$ cat src/rtl/game_memory_port_sched.sv
// game_memory_port_sched: shares memory port b between the game logic (0)
// and the display renderer (1) with round-robin grants, and owns a
// board-clear engine that sweeps a fill value over every word.
module game_memory_port_sched #(
    parameter int ADDR_W     = 8,
    parameter int DATA_W     = 32,
    parameter int RD_LATENCY = 1
) (
    input  logic              clock,
    input  logic              reset,
    input  logic              req0,
    input  logic              req1,
    input  logic              we0,
    input  logic              we1,
    input  logic [ADDR_W-1:0] addr0,
    input  logic [ADDR_W-1:0] addr1,
    input  logic [DATA_W-1:0] wdata0,
    input  logic [DATA_W-1:0] wdata1,
    output logic              gnt0,
    output logic              gnt1,
    output logic              rvalid0,
    output logic              rvalid1,
    output logic [DATA_W-1:0] rdata0,
    output logic [DATA_W-1:0] rdata1,
    input  logic              clear_start,
    input  logic [DATA_W-1:0] clear_value,
    output logic              clear_busy,
    output logic              clear_done,
    output logic [ADDR_W-1:0] mem_address,
    output logic              mem_wren,
    output logic [DATA_W-1:0] mem_wdata,
    input  logic [DATA_W-1:0] mem_rdata
);

    typedef enum logic {
        ST_IDLE  = 1'b0,
        ST_CLEAR = 1'b1
    } state_t;

    // Counter is one bit wider so "all words issued" is a distinct value.
    localparam logic [ADDR_W:0] CNT_ONE = {{ADDR_W{1'b0}}, 1'b1};
    localparam logic [ADDR_W:0] CNT_END = {1'b1, {ADDR_W{1'b0}}};

    state_t              state_q, state_d;
    logic [ADDR_W:0]     cnt_q, cnt_d;
    logic                last1_q, last1_d;
    logic                done_q, done_d;
    logic [DATA_W-1:0]   clr_val_q;
    logic [ADDR_W-1:0]   addr_q, addr_d;
    logic                wren_q, wren_d;
    logic [DATA_W-1:0]   wdata_q, wdata_d;
    logic [RD_LATENCY:0] pvld_q;
    logic [RD_LATENCY:0] pid_q;
    logic                rd_issue;
    logic                rd_id;
    logic                rvalid0_q, rvalid1_q;
    logic [DATA_W-1:0]   rdata0_q, rdata1_q;

    // Next-state, arbitration and memory-bus selection.
    always_comb begin
        state_d  = state_q;
        cnt_d    = cnt_q;
        last1_d  = last1_q;
        done_d   = 1'b0;
        addr_d   = addr_q;
        wren_d   = 1'b0;
        wdata_d  = wdata_q;
        gnt0     = 1'b0;
        gnt1     = 1'b0;
        rd_issue = 1'b0;
        rd_id    = 1'b0;
        case (state_q)
            ST_IDLE: begin
                if (clear_start) begin
                    // Address 0 goes on the bus right away; the counter
                    // then tracks the next address to issue.
                    state_d = ST_CLEAR;
                    cnt_d   = CNT_ONE;
                    addr_d  = '0;
                    wren_d  = 1'b1;
                    wdata_d = clear_value;
                end else if (!reset) begin
                    // On a tie the requester that did not win last time wins.
                    gnt0 = req0 && (!req1 || last1_q);
                    gnt1 = req1 && (!req0 || !last1_q);
                    if (gnt0) begin
                        addr_d   = addr0;
                        wren_d   = we0;
                        wdata_d  = wdata0;
                        last1_d  = 1'b0;
                        rd_issue = !we0;
                        rd_id    = 1'b0;
                    end else if (gnt1) begin
                        addr_d   = addr1;
                        wren_d   = we1;
                        wdata_d  = wdata1;
                        last1_d  = 1'b1;
                        rd_issue = !we1;
                        rd_id    = 1'b1;
                    end
                end
            end
            ST_CLEAR: begin
                if (cnt_q == CNT_END) begin
                    // Last word is on the bus this cycle; finish next cycle.
                    state_d = ST_IDLE;
                    cnt_d   = '0;
                    done_d  = 1'b1;
                end else begin
                    addr_d  = cnt_q[ADDR_W-1:0];
                    wren_d  = 1'b1;
                    wdata_d = clr_val_q;
                    cnt_d   = cnt_q + CNT_ONE;
                end
            end
            default: state_d = ST_IDLE;
        endcase
    end

    // Control state, round-robin pointer and registered memory bus.
    always_ff @(posedge clock or posedge reset) begin
        if (reset) begin
            state_q <= ST_IDLE;
            cnt_q   <= '0;
            last1_q <= 1'b1;
            done_q  <= 1'b0;
            addr_q  <= '0;
            wren_q  <= 1'b0;
            wdata_q <= '0;
        end else begin
            state_q <= state_d;
            cnt_q   <= cnt_d;
            last1_q <= last1_d;
            done_q  <= done_d;
            addr_q  <= addr_d;
            wren_q  <= wren_d;
            wdata_q <= wdata_d;
        end
    end

    // Fill word is captured when a clear is accepted.
    always_ff @(posedge clock) begin
        if (state_q == ST_IDLE && clear_start) begin
            clr_val_q <= clear_value;
        end
    end

    // Read tag pipeline: a read issued on the bus reaches the last stage
    // in the same cycle its data appears on mem_rdata.
    always_ff @(posedge clock or posedge reset) begin
        if (reset) begin
            pvld_q <= '0;
            pid_q  <= '0;
        end else begin
            pvld_q <= {pvld_q[RD_LATENCY-1:0], rd_issue};
            pid_q  <= {pid_q[RD_LATENCY-1:0], rd_id};
        end
    end

    // Return read data to the requester that issued it.
    always_ff @(posedge clock or posedge reset) begin
        if (reset) begin
            rvalid0_q <= 1'b0;
            rvalid1_q <= 1'b0;
            rdata0_q  <= '0;
            rdata1_q  <= '0;
        end else begin
            rvalid0_q <= pvld_q[RD_LATENCY] && !pid_q[RD_LATENCY];
            rvalid1_q <= pvld_q[RD_LATENCY] &&  pid_q[RD_LATENCY];
            if (pvld_q[RD_LATENCY] && !pid_q[RD_LATENCY]) begin
                rdata0_q <= mem_rdata;
            end
            if (pvld_q[RD_LATENCY] && pid_q[RD_LATENCY]) begin
                rdata1_q <= mem_rdata;
            end
        end
    end

    assign clear_busy  = (state_q == ST_CLEAR);
    assign clear_done  = done_q;
    assign mem_address = addr_q;
    assign mem_wren    = wren_q;
    assign mem_wdata   = wdata_q;
    assign rvalid0     = rvalid0_q;
    assign rvalid1     = rvalid1_q;
    assign rdata0      = rdata0_q;
    assign rdata1      = rdata1_q;

endmodule

$ cat config.mk
export PLATFORM = sky130hd
export DESIGN_NAME = game_memory_port_sched
export DESIGN_NICKNAME = d
export VERILOG_FILES = /design/src/rtl/game_memory_port_sched.sv
export SDC_FILE = /design/constraint.sdc
export NUM_CORES = 1
export LEC_CHECK = 0
export ABC_CLOCK_PERIOD_IN_PS = 10400
export CAP_MARGIN = 10
export CORE_UTILIZATION = 40
export CTS_CLUSTER_SIZE = 25
export DETAILED_ROUTE_END_ITERATION = 10
export PLACE_DENSITY = 0.74
export SYNTH_ARGS = -nofsm -noshare
export SYNTH_HDL_FRONTEND = slang
export SYNTH_SLANG_ARGS = --single-unit
$ cat constraint.sdc
create_clock -name clock -period 10.4 [get_ports clock]
set_input_delay 1.04 -clock clock [delete_from_list [all_inputs] [get_ports clock]]
set_output_delay 1.04 -clock clock [all_outputs]
set_load 0.005 [all_outputs]
After elaboration in Yosys (flattened, before gate mapping)
Cells that the tools add are included.
{"block": "word_totals", "input_bits": 151, "ff_bits": 155}
{"block": "classes", "addsub": 1, "eq_ne": 5, "n_reduce_logical": 16, "n_bitwise": 3, "muxes": 43}
{"operator": "$mux 32", "count": 5}
{"operator": "$pmux 32 s2", "count": 1}
{"operator": "$mux 8", "count": 5}
{"operator": "$mux 1", "count": 26}
{"operator": "$mux 9", "count": 2}
{"operator": "$pmux 9 s2", "count": 1}
{"operator": "$pmux 8 s2", "count": 1}
{"operator": "$add 9x1->9 const B", "count": 1}
{"operator": "$eq 9x9->1 const B", "count": 1}
{"operator": "$logic_not 1->1", "count": 6}
{"operator": "$logic_and 1x1->1", "count": 5}
{"operator": "$ne 2x2->1 const B", "count": 2}
{"operator": "$ne 4x4->1 const B", "count": 1}
{"operator": "$pmux 1 s2", "count": 2}
{"operator": "$reduce_and 4->1", "count": 1}
{"operator": "$ne 3x3->1 const B", "count": 1}
{"operator": "$not 1->1", "count": 3}
{"operator": "$reduce_and 3->1", "count": 1}
{"operator": "$logic_or 1x1->1", "count": 2}
{"operator": "$reduce_bool 2->1", "count": 1}

Logic depth before layout (Yosys ltp)
{"block": "logic_depth", "ltp_word": 8, "mapped_depth": 7}

Worst setup path after synthesis
No wires, ideal clock.
{"block": "synth_timing", "path_kind": "input-to-output", "start": "input clear_start", "end": "output gnt1", "slack_ns": 7.531, "required_time_ns": 9.360, "arrival_time_ns": 1.829, "path_stages": 4, "cell_sequence": "or2_2 clkbuf_1 nor2_1 and3_1"}
{"block": "synth_between", "elab_chain_cells": 2}
{"item": "from (decl)", "line_no": "25", "source": "input logic clear_start,"}
{"item": "$mux 1", "line_no": "74", "source": "if (clear_start) begin"}
{"item": "$mux 1", "line_no": "72", "source": "case (state_q)"}
{"item": "to (decl)", "line_no": "20", "source": "output logic gnt1,"}
Every way passes these cells.

Worst setup path in the final report
{"block": "layout_timing", "start": "input req1", "end": "output gnt0"}
{"block": "layout_between", "elab_chain_cells": 6}
{"item": "from (decl)", "line_no": "12", "source": "input logic req1,"}
{"item": "$logic_not 1->1", "line_no": "84", "source": "gnt0 = req0 && (!req1 || last1_q);"}
{"item": "$logic_or 1x1->1", "line_no": "84"}
{"item": "$logic_and 1x1->1", "line_no": "84"}
{"item": "$mux 1", "line_no": "82", "source": "end else if (!reset) begin"}
{"item": "$mux 1", "line_no": "74"}
{"item": "$mux 1", "line_no": "72"}
{"item": "to (decl)", "line_no": "19", "source": "output logic gnt0,"}
Every way passes these cells.

==> qor.csv <==
metric,value,unit
cts.sinks,155,
setup_ws,6.11,ns
start_kind,input port,
ff2ff_path_depth,5,
syn_inst,532,
clkSlewWorstSetupHoldPaths,0.06,ns
cts-resized-gates,0,
die_h,132,um
critical_path.endpoint_type,output port,
setup_tns,0,ns
die_w,132,um
holdPathStages,0,
port-buffer-count,261,
max_freq,0.233,GHz
cts_buffers,17,
io-pin-count,262,
nets,924,
synthToLayoutAreaGrowth,48.4,%
synth_enable_flop_cells,32,
clock_path_buffers,2,
postRouteAntennaNets,0,
multi_input_area,2510,um^2
syn_avg_cell_area,12.8,um^2
drive_gt1_share,16.1,%
post-dp-hpwl,13100,um
worstPathRequired,9.36,ns
regArea,4040,um^2
reg2reg_from,clear_busy,
grtUsageTotal,21.6,%
clock_skew,0.0117,ns
final_common_cell,clkdlybuf4s50_1,
grt_pass1_wl,29400,um
syn_area,6810,um^2
crit_path_start,req1,
cts_tree,done,
ys_types,44,
ys_seq_elements,155,
min_from,pid_q[0],
fin_crit_sh,41.3,%
htree_levels,4,
hp-class,reg -> reg,
wl,18100,um
grt_pass1_vias,5747,
drc,0,
async_flop_share,79.4,%
first_pass_iters,4,
fillerInstances,1273,
irDropWorstVdd,129,uV
cts_root_buf,clkbuf_16,
status,finished clean,
start_util,41.1,%
p_total,1.81,mW
yosys_warnings,0,
post_cts_buffers,0,
pwr_density_cell,179,nW/um^2
drt_iter0_drc,314,
period_needed,4.29,ns
num_rows,47,
max_cap_viol_count,0,
pre_cts_ws,6.20,ns
synthesis.nets,685,
wl_per_cell,18.1,um
cp_max_fo,34,
worstSetupPathType,in -> out,
clock_latency,0.41,ns
finalMaxSlewViolations,0,
grt_max_degree,84,
grt_setup_unrepaired,false,
gp_congestion,0.859,
finalHoldViolations,0,
seq_area_frac_synth,59.3,%
dieArea,17600,um^2
via_per_inst,5.43,
cts_hold_buf,0,
setup_viol,0,
core,16600,um^2
most-common-layout-cells,"clkdlybuf4s50_1, dfrtp_1, a31oi_1, mux2_2, nor2_1",
worstMarginPinSlew,1.05,ns
synth_ff_type,dfrtp_1,
vias,5449,
arrival,3.25,ns
total_leakage_power,4.00,nW
antenna_found_initial,1,
grt-ovfl-total,0,
whs,0.351,ns
slew_headroom,30.2,%
## metrics by stage
stage               cells  util (%)  cell area, um^2
finish               1004      60.9            10100
CTS                  1003      60.9            10100
global route         1004      60.9            10100
global placement      972      57.3             9510
floorplan             532         -             6810
detailed placement    972      57.3             9510
## cell usage after synthesis, types with 4 or more instances
master    count  area share (%)
a21oi_1       4            0.29
a22oi_1      32             3.5
a31oi_1      69             6.3
a41oi_2       8             1.9
and4_1       32             4.1
buf_2        15             1.1
buf_6         7             1.2
clkbuf_1     21             1.2
dfrtp_1     122              45
edfxtp_1     32              14
inv_1         5            0.28
mux2_2       64              11
nand2_1      16            0.88
nand3_1      19             1.4
nor2_1       36             2.0
nor2_2       10            0.92
## report_power, final
| part | total, mW | switching [mW] | internal (mW) | leakage, nW |
|---|---|---|---|---|
| clock network | 0.615 | 0.228 | 0.387 | 0.291 |
| registers | 0.792 | 0.0790 | 0.713 | 1.79 |
| logic | 0.403 | 0.151 | 0.252 | 1.92 |
## logic make-up (layout without fill, tap and decap cells)
logic type / Yosys count / in the layout / synth area share (%)
and+or+nand+nor: 130 / 130 / 11.3
DFF: 155 / 155 / 59.3
other: 0 / 1 / 0
muxes: 64 / 64 / 10.6
xor gates and xnor gates: 2 / 2 / 0.257
AOI/OAI and AO/OA: 127 / 127 / 14.1
buffers and inverters: 52 / 303 / 4.08
adders and majority gates: 2 / 2 / 0.367
## registers in the layout, summed over array words and instances, names as in the netlist
name,cells
clr_val_q,32
mem_wdata,32
rdata0,32
rdata1,32
cnt_q,9
mem_address,8
pid_q,2
pvld_q,2
clear_busy,1
clear_done,1
last1_q,1
mem_wren,1
rvalid0,1
rvalid1,1
## worst paths after layout
path / endpoint / slack [ns]
max: gnt0 / 6.11
min: pid_q[1] / 0.35
max reg2reg: mem_wdata[10] / 7.61
min reg2reg: pid_q[1] / 0.35
max in group asynchronous: clear_busy / 7.77
min in group asynchronous: cnt_q[4] / 1.30
## worst max-delay path, cell delays in order
cell and delay (ns):
clkdlybuf4s50_1 0.51, nand2b_1 0.78, nand2_1 0.18, nor3_1 0.19, clkdlybuf4s50_1 0.53
## cell type report
| class | instances | share of cell area (%) |
|---|---|---|
| multi-input combinational | 325 | 24.9 |
| clock inverter | 6 | 0.830 |
| timing repair buffer | 267 | 26.3 |
| inverter | 5 | 0.211 |
| sequential | 155 | 40.0 |
| tap | 220 | 2.72 |
| clock buffer | 25 | 5.03 |
| antenna | 1 | 0.0248 |
## per-layer routing
metal  global-route usage [%]  share of wire, %  wire length [um]  up-vias
met5                        0                 0                 0        -
met4                     9.26               2.0               369        0
met3                     5.94               7.5              1370       31
met2                     37.1                50              9090      257
met1                     25.3                40              7320     2643
li1                         -                 -                 -     2518
Power figures use the tool's default switching activity.
